$ cat src/rtl/kb_seq_ctrl.sv
// PS/2 scan-code sequencer: pops codes from a keyboard buffer, tracks break/extended
// prefixes and shift state, and presents decoded make codes on a valid/ready output.
module kb_seq_ctrl #(
  parameter logic [7:0] BREAK_CODE = 8'hF0,
  parameter logic [7:0] EXT_CODE   = 8'hE0,
  parameter logic [7:0] SHIFT_L    = 8'h12,
  parameter logic [7:0] SHIFT_R    = 8'h59,
  parameter bit         REPEAT_EN  = 1'b0
) (
  input  logic       clk,
  input  logic       Reset,
  input  logic       kb_buf_empty,
  input  logic [7:0] key_code,
  input  logic [7:0] ascii_in,
  output logic       rd_key_code,
  output logic       out_valid,
  input  logic       out_ready,
  output logic [7:0] out_ascii,
  output logic [7:0] out_scan,
  output logic       out_ext,
  output logic       shift_on
);

  typedef enum logic [1:0] {IDLE, FETCH, SETTLE} state_t;

  state_t     state, state_next;
  logic [7:0] code_r, asc_r, last_make, asc_adj;
  logic       shift_l, shift_r, brk, ext;
  logic       is_shift;

  always_ff @(posedge clk or negedge Reset) begin
    if (!Reset) state <= IDLE;
    else        state <= state_next;
  end

  // A new pop is only started while nothing is waiting on the output.
  always_comb begin
    state_next  = state;
    rd_key_code = 1'b0;
    case (state)
      IDLE:    if (!kb_buf_empty && !out_valid) state_next = FETCH;
      FETCH: begin
        rd_key_code = 1'b1;
        state_next  = SETTLE;
      end
      SETTLE:  state_next = IDLE;
      default: state_next = IDLE;
    endcase
  end

  assign shift_on = shift_l | shift_r;
  assign is_shift = (code_r == SHIFT_L) || (code_r == SHIFT_R);

  always_comb begin
    asc_adj = asc_r;
    if (shift_on && (asc_r >= 8'h61) && (asc_r <= 8'h7A)) asc_adj = asc_r - 8'h20;
  end

  always_ff @(posedge clk or negedge Reset) begin
    if (!Reset) begin
      code_r    <= 8'h00;
      asc_r     <= 8'h00;
      out_valid <= 1'b0;
      out_ascii <= 8'h00;
      out_scan  <= 8'h00;
      out_ext   <= 1'b0;
      shift_l   <= 1'b0;
      shift_r   <= 1'b0;
      brk       <= 1'b0;
      ext       <= 1'b0;
      last_make <= 8'h00;
    end else begin
      if (state == FETCH) begin
        code_r <= key_code;
        asc_r  <= ascii_in;
      end
      if (out_valid && out_ready) out_valid <= 1'b0;
      if (state == SETTLE) begin
        if (code_r == BREAK_CODE) begin
          brk <= 1'b1;
        end else if (code_r == EXT_CODE) begin
          ext <= 1'b1;
        end else begin
          brk <= 1'b0;
          ext <= 1'b0;
          // An E0-prefixed shift make is not a real shift and is decoded as a key.
          if (is_shift && (brk || !ext)) begin
            if (code_r == SHIFT_L) shift_l <= !brk;
            else                   shift_r <= !brk;
          end else if (brk) begin
            if (code_r == last_make) last_make <= 8'h00;
          end else if (REPEAT_EN || (code_r != last_make)) begin
            out_valid <= 1'b1;
            out_ascii <= asc_adj;
            out_scan  <= code_r;
            out_ext   <= ext;
            last_make <= code_r;
          end
        end
      end
    end
  end

endmodule
$ cat config.mk
export PLATFORM = sky130hd
export DESIGN_NAME = kb_seq_ctrl
export DESIGN_NICKNAME = d
export VERILOG_FILES = /design/src/rtl/kb_seq_ctrl.sv
export SDC_FILE = /design/constraint.sdc
export NUM_CORES = 1
export LEC_CHECK = 0
export CORE_UTILIZATION = 40
export DETAILED_ROUTE_END_ITERATION = 8
export PLACE_DENSITY = 0.63
export SLEW_MARGIN = 15
export SYNTH_ARGS = -nofsm -noshare
export SYNTH_HDL_FRONTEND = slang
export SYNTH_SLANG_ARGS = --single-unit
$ cat constraint.sdc
create_clock -name clk -period 2.6 [get_ports clk]
set_input_delay 0.52 -clock clk [delete_from_list [all_inputs] [get_ports clk]]
set_output_delay 0.52 -clock clk [all_outputs]
set_load 0.005 [all_outputs]
==> Implementation_results.wiki <==
{| class="wikitable"
! Metric !! Value
|-
| Run status || finished, final reports clean
|-
| # Post-CTS Setup Buffers || 0
|-
| Final min period || 2184 ps
|-
| Clock slew seen by the registers of the worst setup and hold paths || 80 ps
|-
| Global router's overall resource usage || 0.1761
|-
| # H-tree levels || 2
|-
| Synthesis-to-layout area growth || 26.07%
|-
| Critical path start-end classification || register to register
|-
| Syn_nets || 190
|-
| Number of distinct standard cells referenced by the synthesized netlist || 38
|-
| Wire length of the first global-routing pass || 7486 µm
|-
| Highest clock rate || 457.9 MHz
|-
| Std-Cell Rows || 26
|-
| TritonCTS clock tree || yes
|-
| Clock insertion delay at the later pin of the skew report || 290 ps
|-
| Slowest cell delay on critical path || 580 ps
|-
| Number of antenna cells inserted || 0
|-
| Switching share of total power || 0.3391
|-
| Sort of element at the end of the critical path || register
|-
| Final max-slew violation count || 0
|-
| Post-placement cell area || 2645 µm²
|-
| Cell area after layout || 2753 µm²
|-
| Fin Hold WS || 154.5 ps
|-
| Portion of the clock cycle consumed by the worst path in the final layout || 0.8400
|-
| Highest net fanout along the worst path || 18
|-
| Critical Path AT || 2370 ps
|-
| Average vias per placed instance || 5.247
|-
| Hold violation count in the final report || 0
|-
| Routability congestion estimate || 0.8539
|-
| Layout cell share with drive strength beyond 1 || 0.1972
|-
| Post-synthesis cell area || 2183 µm²
|-
| HPWL after DPL || 3131 µm
|-
| Req. time, crit path || 2780 ps
|-
| Post-placement setup slack || 411.9 ps
|-
| Final TNS setup || 0 ps
|-
| Mean post-synth cell area || 12.92 µm²
|-
| Sequential cell area fraction in the yosys report || 0.5501
|-
| Slowest CP cell || sky130_fd_sc_hd__or4b_4
|-
| Leakage power figure || 1.142 nW
|-
| CTS Root Buffer Type || sky130_fd_sc_hd__clkbuf_8
|-
| Overall power || 3.393 mW
|-
| Number of buffers on the longest clock path || 2
|-
| Hold WC Path Type || primary input to async pin
|-
| I/O pin cnt || 40
|-
| Power density of the placed cells || 1233 nW/µm²
|-
| Number of synthesized flops with an enable pin || 0
|-
| Die outline area || 5758 µm²
|-
| Routed Wire Length || 4399 µm
|-
| Total of max-cap violations || 0
|-
| Worst Max-Slew Pin Slew || 681.3 ps
|-
| Final worst clock skew || 5.696 ps
|-
| Final antenna-violating net count || 0
|-
| Total net switching power || 1.151 mW
|-
| Count of input and output buffers || 39
|-
| Worst Setup Start Kind || register
|-
| Share of the synthesized area in the top cell type || 0.5501
|-
| Fraction of registers with async set or reset after synthesis || 1.000
|-
| Num Clock Sinks || 48
|-
| Top cell type by total area after synthesis || sky130_fd_sc_hd__dfrtp_1
|-
| Core box area || 5172 µm²
|-
| Unrepaired setup endpoints after global routing || false
|-
| Filler instances || 450
|-
| Dpl cells || 275
|-
| Post-detailed-route DRC marker count || 0
|-
| Average routed wire per standard cell || 15.54 µm
|-
| CTS Buf Count || 5
|-
| Die width || 75.88 µm
|-
| Largest net degree at the start of global routing || 30
|-
| Worst ir drop on vdd || 0.4705 mV
|-
| Cell count after synthesis || 169
|-
| Effective utilization at floorplan || 0.4221
|-
| Residual overflow from global routing || 0
|-
| Finished Layout Cells || 283
|-
| Setup-violating endpoint count in the final report || 0
|-
| Sequential cell fraction of total power || 0.422
|-
| # resized after CTS || 0
|-
| Via count || 1485
|-
| Number of buffers added to fix hold violations after cts || 0
|-
| Ordered cell list for the critical path || or4b_4, o31ai_4, nand3b_4, mux2_2
|-
| Number of global-route vias before repair || 1597
|-
| Rel. slew slack || 0.5458
|-
| Crit path setup slack, layout || 415.9 ps
|-
| Total number of nets in the final design || 233
|-
| Die Y || 75.88 µm
|-
| Clk pwr share || 0.151
|-
| First-pass iteration count of the detailed router || 4
|-
| Pint || 2.243 mW
|-
| Register bit count reported by yosys || 48
|-
| Part of the total power dissipated in combinational logic || 0.427
|-
| Flip-flop cell with the highest count after synthesis || sky130_fd_sc_hd__dfrtp_1
|-
| Utilization after layout || 0.5322
|-
| Initial DRC Count || 87
|-
| Area contributors post-synth || sky130_fd_sc_hd__dfrtp_1 55%, sky130_fd_sc_hd__mux2_2 11%, sky130_fd_sc_hd__a221o_1 3.7%
|-
| Syn. warnings || 0
|-
| Number of antenna violations at the first check in global routing || 0
|}
-- registers in the layout, indices dropped and copies added, names as in the netlist, 2 cells and up --
| signal | cells |
|---|---|
| last_make | 8 |
| out_scan | 8 |
| asc_r | 8 |
| out_ascii | 8 |
| state | 2 |
| code_r | 8 |
-- cell usage after synthesis, types with 2 or more instances --
| master | number |
|---|---|
| sky130_fd_sc_hd__a221o_1 | 8 |
| sky130_fd_sc_hd__inv_1 | 5 |
| sky130_fd_sc_hd__nor4b_1 | 2 |
| sky130_fd_sc_hd__nor4_2 | 2 |
| sky130_fd_sc_hd__mux2_2 | 22 |
| sky130_fd_sc_hd__nor3b_1 | 8 |
| sky130_fd_sc_hd__clkbuf_1 | 3 |
| sky130_fd_sc_hd__a21o_1 | 2 |
| sky130_fd_sc_hd__nand3b_1 | 2 |
| sky130_fd_sc_hd__xor2_1 | 8 |
| sky130_fd_sc_hd__nand2_1 | 4 |
| sky130_fd_sc_hd__nor2_1 | 4 |
| sky130_fd_sc_hd__nor2b_1 | 12 |
| sky130_fd_sc_hd__nand3_1 | 4 |
| sky130_fd_sc_hd__a22o_1 | 8 |
| sky130_fd_sc_hd__o21ai_0 | 6 |
| sky130_fd_sc_hd__dfrtp_1 | 48 |
-- layer usage --
| metal | track usage | routed length (µm) |
|---|---|---|
| met1 | 0.2283 | 1952 |
| met2 | 0.2852 | 2189 |
| met3 | 0.05159 | 212 |
| met4 | 0.05350 | 44 |
| met5 | 0 | 0 |
-- logic make-up after synthesis --
kind of cell / share of synthesized area
flops: 0.5501
simple gates: 0.1415
compound gates: 0.1284
mux: 0.1181
buf+inv: 0.02407
xor+xnor: 0.03209
fa+ha+maj: 0.005730
-- final timing paths --
check	from	to	slack (ps)	cells past startpoint
setup / recovery	code_r[5]	out_ascii[1]	420	4
hold / removal	Reset	out_scan[5]	150	1
setup reg to reg	code_r[5]	out_ascii[1]	420	4
hold reg to reg	out_valid	state[0]	480	1
max in group asynchronous	Reset	code_r[2]	1730	2
min in group clk	out_valid	state[0]	480	1
-- worst max-delay path: cells and delay by family (launching register included) --
| family | cells | cell delay [ps] |
|---|---|---|
| AO/OA/AOI/OAI | 1 | 310 |
| flip-flops | 1 | 450 |
| multiplexers | 1 | 380 |
| AND/OR/NAND/NOR | 2 | 940 |
-- area by class of cell --
cell class / count / area (µm²) / share of cell area
clock inverter: 2 / 35.03 / 0.01273
inverter: 5 / 18.77 / 0.006818
multi-input combinational: 110 / 929.6 / 0.3377
sequential: 48 / 1201 / 0.4364
tap: 70 / 87.58 / 0.03182
clock buffer: 6 / 72.57 / 0.02636
timing repair buffer: 42 / 407.9 / 0.1482
-- power by group through the flow --
stage	logic, mW	clock network, mW	registers [mW]
finish	1.45	0.512	1.43
global route	1.61	0.576	1.50
CTS	1.47	0.533	1.44
detailed placement	1.46	0	1.44
global placement	1.43	0	1.43
floorplan	0.965	0	1.37
-- cells in the final DEF (no fill, tap or decap), drive strengths merged, types with 2 or more instances in the layout --
cell / netlist / final
a22o: 8 / 8
o21ai: 6 / 6
inv: 5 / 5
o31ai: 2 / 2
clkbuf: 3 / 6
buf: 3 / 4
nand2: 5 / 5
nor4b: 2 / 2
nor2b: 12 / 12
nand3: 4 / 4
dfrtp: 48 / 48
xor2: 8 / 8
nor3b: 8 / 8
a21o: 2 / 2
clkdlybuf4s50: 0 / 38
a31oi: 2 / 2
a21oi: 2 / 2
mux2: 22 / 22
a221o: 8 / 8
nor2: 4 / 4
nor4: 3 / 3
nand3b: 3 / 3
Power figures use the tool's default switching activity.
